**src/rtl/pmod_pattern_sequencer.sv**
```systemverilog
// -----------------------------------------------------------------------------
// pmod_pattern_sequencer
//
// Timed LED pattern generator for the iCESugar-nano PMOD header. A prescaler
// produces one step tick every TICK_DIV clocks. Each tick advances the pattern
// of the current mode and toggles a heartbeat. A debounced push-button steps
// the mode COUNT -> SCAN -> FILL -> BLINK -> COUNT.
//
// Parameters
//   TICK_DIV   : clock cycles per pattern step (2 .. 2^24)
//   DEB_CYCLES : cycles the synchronized button must be stable (1 .. 2^20)
//
// Ports
//   i_clk   : board clock, all flops on the rising edge
//   i_rst_n : synchronous active-low reset
//   i_btn   : raw push-button, active-high, asynchronous to i_clk
//   o_pmod  : active-low LED drive (inverted pattern register)
//   o_led   : active-low heartbeat (inverted heartbeat register)
//   o_mode  : current mode (0 COUNT, 1 SCAN, 2 FILL, 3 BLINK)
// -----------------------------------------------------------------------------
module pmod_pattern_sequencer #(
  parameter int unsigned TICK_DIV   = 1_500_000,
  parameter int unsigned DEB_CYCLES = 120_000
) (
  input  logic       i_clk,
  input  logic       i_rst_n,
  input  logic       i_btn,
  output logic [7:0] o_pmod,
  output logic       o_led,
  output logic [1:0] o_mode
);

  localparam int unsigned PW = $clog2(TICK_DIV);
  // A one-cycle debounce would give a zero-width counter; keep at least 1 bit.
  localparam int unsigned DW = (DEB_CYCLES > 1) ? $clog2(DEB_CYCLES) : 1;

  localparam logic [PW-1:0] P_LAST  = PW'(TICK_DIV - 1);
  localparam logic [DW-1:0] DC_LAST = DW'(DEB_CYCLES - 1);

  localparam logic [1:0] MODE_COUNT = 2'd0;
  localparam logic [1:0] MODE_SCAN  = 2'd1;
  localparam logic [1:0] MODE_FILL  = 2'd2;
  localparam logic [1:0] MODE_BLINK = 2'd3;

  localparam logic DIR_UP   = 1'b0;
  localparam logic DIR_DOWN = 1'b1;

  // Pattern loaded when a mode is entered; only SCAN starts with a lit LED.
  function automatic logic [7:0] start_pat(input logic [1:0] mode);
    logic [7:0] pat;
    case (mode)
      MODE_SCAN: pat = 8'h01;
      default:   pat = 8'h00;
    endcase
    return pat;
  endfunction

  logic [PW-1:0] r_p;
  logic [1:0]    r_mode;
  logic [7:0]    r_pat;
  logic          r_dir;
  logic          r_hb;
  logic          r_s1;
  logic          r_s2;
  logic          r_deb;
  logic [DW-1:0] r_dc;

  logic          w_tick;
  logic          w_deb_rise;
  logic [1:0]    w_mode_next;
  logic [7:0]    w_pat_step;
  logic          w_dir_step;

  assign w_tick      = (r_p == P_LAST);
  // deb rises on this edge when the synchronized level (1) differs from deb
  // (0) and the stability counter has run out.
  assign w_deb_rise  = (r_s2 == 1'b1) && (r_deb == 1'b0) && (r_dc == DC_LAST);
  assign w_mode_next = r_mode + 2'd1;

  // Next pattern and scan direction for one step of the current mode.
  always_comb begin
    w_pat_step = r_pat;
    w_dir_step = r_dir;
    case (r_mode)
      MODE_COUNT: begin
        w_pat_step = r_pat + 8'd1;
      end
      MODE_SCAN: begin
        // The end LED is shown for one step before the bounce back.
        if (r_dir == DIR_UP) begin
          if (r_pat == 8'h80) begin
            w_pat_step = 8'h40;
            w_dir_step = DIR_DOWN;
          end else begin
            w_pat_step = {r_pat[6:0], 1'b0};
          end
        end else begin
          if (r_pat == 8'h01) begin
            w_pat_step = 8'h02;
            w_dir_step = DIR_UP;
          end else begin
            w_pat_step = {1'b0, r_pat[7:1]};
          end
        end
      end
      MODE_FILL: begin
        if (r_pat == 8'hFF) begin
          w_pat_step = 8'h00;
        end else begin
          w_pat_step = {r_pat[6:0], 1'b1};
        end
      end
      MODE_BLINK: begin
        w_pat_step = ~r_pat;
      end
      default: begin
        w_pat_step = 8'h00;
        w_dir_step = DIR_UP;
      end
    endcase
  end

  // Button synchronizer and debounce counter.
  always_ff @(posedge i_clk) begin
    if (!i_rst_n) begin
      r_s1  <= 1'b0;
      r_s2  <= 1'b0;
      r_deb <= 1'b0;
      r_dc  <= '0;
    end else begin
      r_s1 <= i_btn;
      r_s2 <= r_s1;
      if (r_s2 == r_deb) begin
        r_dc <= '0;
      end else if (r_dc == DC_LAST) begin
        r_deb <= r_s2;
        r_dc  <= '0;
      end else begin
        r_dc <= r_dc + DW'(1);
      end
    end
  end

  // Heartbeat toggles on every tick, whether or not the mode changes.
  always_ff @(posedge i_clk) begin
    if (!i_rst_n) begin
      r_hb <= 1'b0;
    end else if (w_tick) begin
      r_hb <= ~r_hb;
    end else begin
      r_hb <= r_hb;
    end
  end

  // Mode, prescaler and pattern. A mode advance takes priority over a
  // coincident tick: the new start value is loaded and no step is taken,
  // and the prescaler restarts so the next step is a full period later.
  always_ff @(posedge i_clk) begin
    if (!i_rst_n) begin
      r_p    <= '0;
      r_mode <= MODE_COUNT;
      r_pat  <= 8'h00;
      r_dir  <= DIR_UP;
    end else if (w_deb_rise) begin
      r_p    <= '0;
      r_mode <= w_mode_next;
      r_pat  <= start_pat(w_mode_next);
      r_dir  <= DIR_UP;
    end else if (w_tick) begin
      r_p    <= '0;
      r_mode <= r_mode;
      r_pat  <= w_pat_step;
      r_dir  <= w_dir_step;
    end else begin
      r_p    <= r_p + PW'(1);
      r_mode <= r_mode;
      r_pat  <= r_pat;
      r_dir  <= r_dir;
    end
  end

  // Outputs are straight from registers through an inverter (active-low LEDs).
  assign o_pmod = ~r_pat;
  assign o_led  = ~r_hb;
  assign o_mode = r_mode;

endmodule

```
**config.mk**
```make
export PLATFORM = sky130hd
export DESIGN_NAME = pmod_pattern_sequencer
export DESIGN_NICKNAME = d
export VERILOG_FILES = /design/src/rtl/pmod_pattern_sequencer.sv
export SDC_FILE = /design/constraint.sdc
export NUM_CORES = 1
export LEC_CHECK = 0
export BUFFER_PORTS_ARGS = -buffer_cell sky130_fd_sc_hd__buf_2
export CAP_MARGIN = 25
export CELL_PAD_IN_SITES_DETAIL_PLACEMENT = 2
export CELL_PAD_IN_SITES_GLOBAL_PLACEMENT = 2
export CORE_MARGIN = 5
export CORE_UTILIZATION = 39
export DETAILED_ROUTE_END_ITERATION = 8
export PLACE_DENSITY = 0.9
export SLEW_MARGIN = 10
export SYNTH_ARGS = -nofsm -noshare
export SYNTH_HDL_FRONTEND = slang
export SYNTH_SLANG_ARGS = --single-unit
```
**constraint.sdc**
```tcl
create_clock -name i_clk -period 1.93 [get_ports i_clk]
set_input_delay 0.386 -clock i_clk [delete_from_list [all_inputs] [get_ports i_clk]]
set_output_delay 0.386 -clock i_clk [all_outputs]
set_load 0.03 [all_outputs]
```
==> results_dict.tcl <==
set metrics [dict create \
    cap_violations 0 \
    gp_congestion 0.8472 \
    cts_buffers 5 \
    hold_path_class "primary input to flip-flop" \
    p_total_mw 1.798 \
    grt_max_degree 22 \
    hold_violations 0 \
    clockRootBuffer "clkbuf_8" \
    dpl.hpwl_um 6644 \
    grt_pass1_wl_um 15010 \
    coreArea_mm2 0.007607 \
    worst_r2r_path_depth 6 \
    synthTopCellsByArea "dfxtp_1 (35%), xor2_1 (6.4%), nor2_1 (5.9%), ha_1 (4.2%), xnor2_1 (4.1%)" \
    wire_per_inst_um 20.97 \
    finClkSkew_ns 0.007960 \
    timing.final.crit_period_ns 1.913 \
    cts_tree "done" \
    initial_core_util_pct 39.44 \
    h-tree-depth 2 \
    routed_wl_um 9414 \
    viasPerCell 5.661 \
    synth.most_common_cell "dfxtp_1" \
    area_growth_pct 12.05 \
    drc 0 \
    leakagePower_nw 1.214 \
    grt_use_met2_pct 36.22 \
    ys.flop_type "dfxtp_1" \
    worst_pin_slew_ns 0.4912 \
    fmaxAchievable_mhz 522.6 \
    avgSynthCellArea_um2 9.147 \
    first_pass_iters 4 \
    nets 360 \
    ys_types 67 \
    num_io_pins 14 \
    fp.dieH_um 97.71 \
    yosys_warnings 0 \
    worstSetupEndpointType "flip-flop" \
    num_rows 32 \
    cts_sinks 53 \
    place_ws_ns -0.1483 \
    holdWs_ns 0.2988 \
    cts_hold_buffers 0 \
    synth-seq-cells 53 \
    min_period_over_period_pct 99.14 \
    crit_arrival_ns 2.12 \
    die-area_mm2 0.009547 \
    drive_above_1_share_pct 22.19 \
    powerDensity_mw_per_mm2 534.7 \
    syn-instance-count 328 \
    holdPathStages 2 \
    slew_headroom_pct 67.25 \
    grt-ovfl-total 0 \
    drt_iter0_markers 97 \
    cp-start-kind "flip-flop" \
    vias 2542 \
    vdd_ir_drop_max_mv 0.3034 \
    synth_top_cell_area_share_pct 35.36 \
    grt_usage_pct 19.22 \
    slew_violations 0 \
    met3_usage_pct 2.943 \
    die_w_um 97.71 \
    setup_slack_ns 0.01667 \
    post-route-util_pct 44.19 \
    top_usage_layer "met2" \
    finalSetupViolCount 0 \
    yosysSeqAreaShare_pct 35.36 \
    crit_type "flip-flop to flip-flop" \
    status "finished, final reports clean" \
    antenna_found_initial 0 \
    yosys-top-cells-count "dfxtp_1 (53), nor2_1 (47), xor2_1 (22), nand2_1 (21), nand3_1 (18)" \
    clkLatencyLatePin_ns 0.31 \
    synthArstFlopShare_pct 0 \
    syn-cell-area_mm2 0.003000 \
    port_buffers 13 \
    yosys.area.top_type "dfxtp_1" \
    synthesis.nets 341 \
    grt_pass1_vias 2774 \
    antenna_cells 0 \
    ant_nets 0 \
    grt_use_met1_pct 22.81 \
    critPathMaxFanout 6 \
    clk_pin_slew_ns 0.10 \
    fill_cells 827 \
    synth_edf_count 0 \
    crit_required_ns 2.13 \
    ctsLongestPathBuffers 2 \
]
path summary, 6_finish.rpt:
path	startpoint	to	slack, ns
setup / recovery	r_pat[1]	r_pat[7]	0.02
hold / removal	i_btn	r_s1	0.30
setup reg to reg	r_pat[1]	r_pat[7]	0.02
hold reg to reg	r_dc[0]	r_dc[0]	0.46
layout make-up:
type	count	area (µm²)	share of cell area, %
Timing Repair Buffer	26	187.7	5.582
Clock inverter	1	8.758	0.2605
Multi-Input combinational cell	244	1836	54.60
Clock buffer	6	72.57	2.159
Inverter	17	63.81	1.898
Tap cell	102	127.6	3.796
Sequential cell	53	1066	31.71
cells in the final DEF (no fill, tap or decap), drive strengths merged, types with 2 or more instances in the layout:
| cell | instances |
|---|---|
| o21ai | 6 |
| clkbuf | 6 |
| nand4 | 11 |
| nor2 | 47 |
| and4b | 2 |
| nor2b | 4 |
| a2111oi | 2 |
| ha | 10 |
| and2 | 8 |
| nor4 | 3 |
| nand2b | 5 |
| buf | 26 |
| xor2 | 22 |
| a22o | 2 |
| nor4b | 4 |
| o21a | 2 |
| and3 | 9 |
| nand3 | 19 |
| o31ai | 2 |
| a21oi | 9 |
| a221oi | 4 |
| a211oi | 4 |
| and4 | 6 |
| nor3 | 5 |
| xnor2 | 14 |
| a41o | 2 |
| nand2 | 22 |
| dfxtp | 53 |
| a31oi | 2 |
| a21o | 2 |
| inv | 17 |
where the power goes:
part           internal (mW)  switching (mW)  leakage, nW
sequential              1.10         0.00916        0.430
combinational         0.0231          0.0318        0.743
clock                  0.253           0.380       0.0412
total                   1.38           0.421         1.21
state kept, by name (all words and copies together), names as in the netlist:
name	cells
r_hb	1
o_mode	2
r_s2	1
r_dc	17
r_pat	8
r_dir	1
r_s1	1
r_deb	1
r_p	21
per-layer routing:
metal / up-vias / part of all wire [%]
met5: - / 0
met4: 0 / 1.8
met3: 13 / 3.1
met2: 49 / 55
met1: 1293 / 40
li1: 1187 / -
critical path, stage by stage (launching register included):
cell and delay, ns:
dfxtp_2 0.42, ha_2 0.26, and4_2 0.34, o2111ai_4 0.20
a221oi_2 0.28, a31oi_1 0.09, o21a_1 0.21
per-stage QoR:
step	cell area (µm²)	std cells	TNS, ns
after floorplan	3000	328	0
after global placement	3182	440	-0.05739
after detailed placement	3182	440	-0.3373
after CTS	3298	448	0
after global routing	3362	449	-0.2257
final	3362	449	0
cells by family after synthesis:
family          after synthesis  share of synthesized area [%]
compound gates               48                          14.26
xor+xnor                     36                          10.51
fa+ha+maj                    10                          4.170
buf+inv                      31                          6.088
flops                        53                          35.36
mux                           1                         0.3336
simple gates                149                          29.27
repair_timing:
| item | in CTS | in global routing |
|---|---|---|
| cloned | 0 | 0 |
| resized for setup | 7 | 12 |
| setup buffers | 1 | 1 |
| setup endpoints to repair | 21 | 27 |
| pin swaps | 1 | 3 |
| hold endpoints to repair | 0 | 0 |
(Power assumes the default switching activity.)
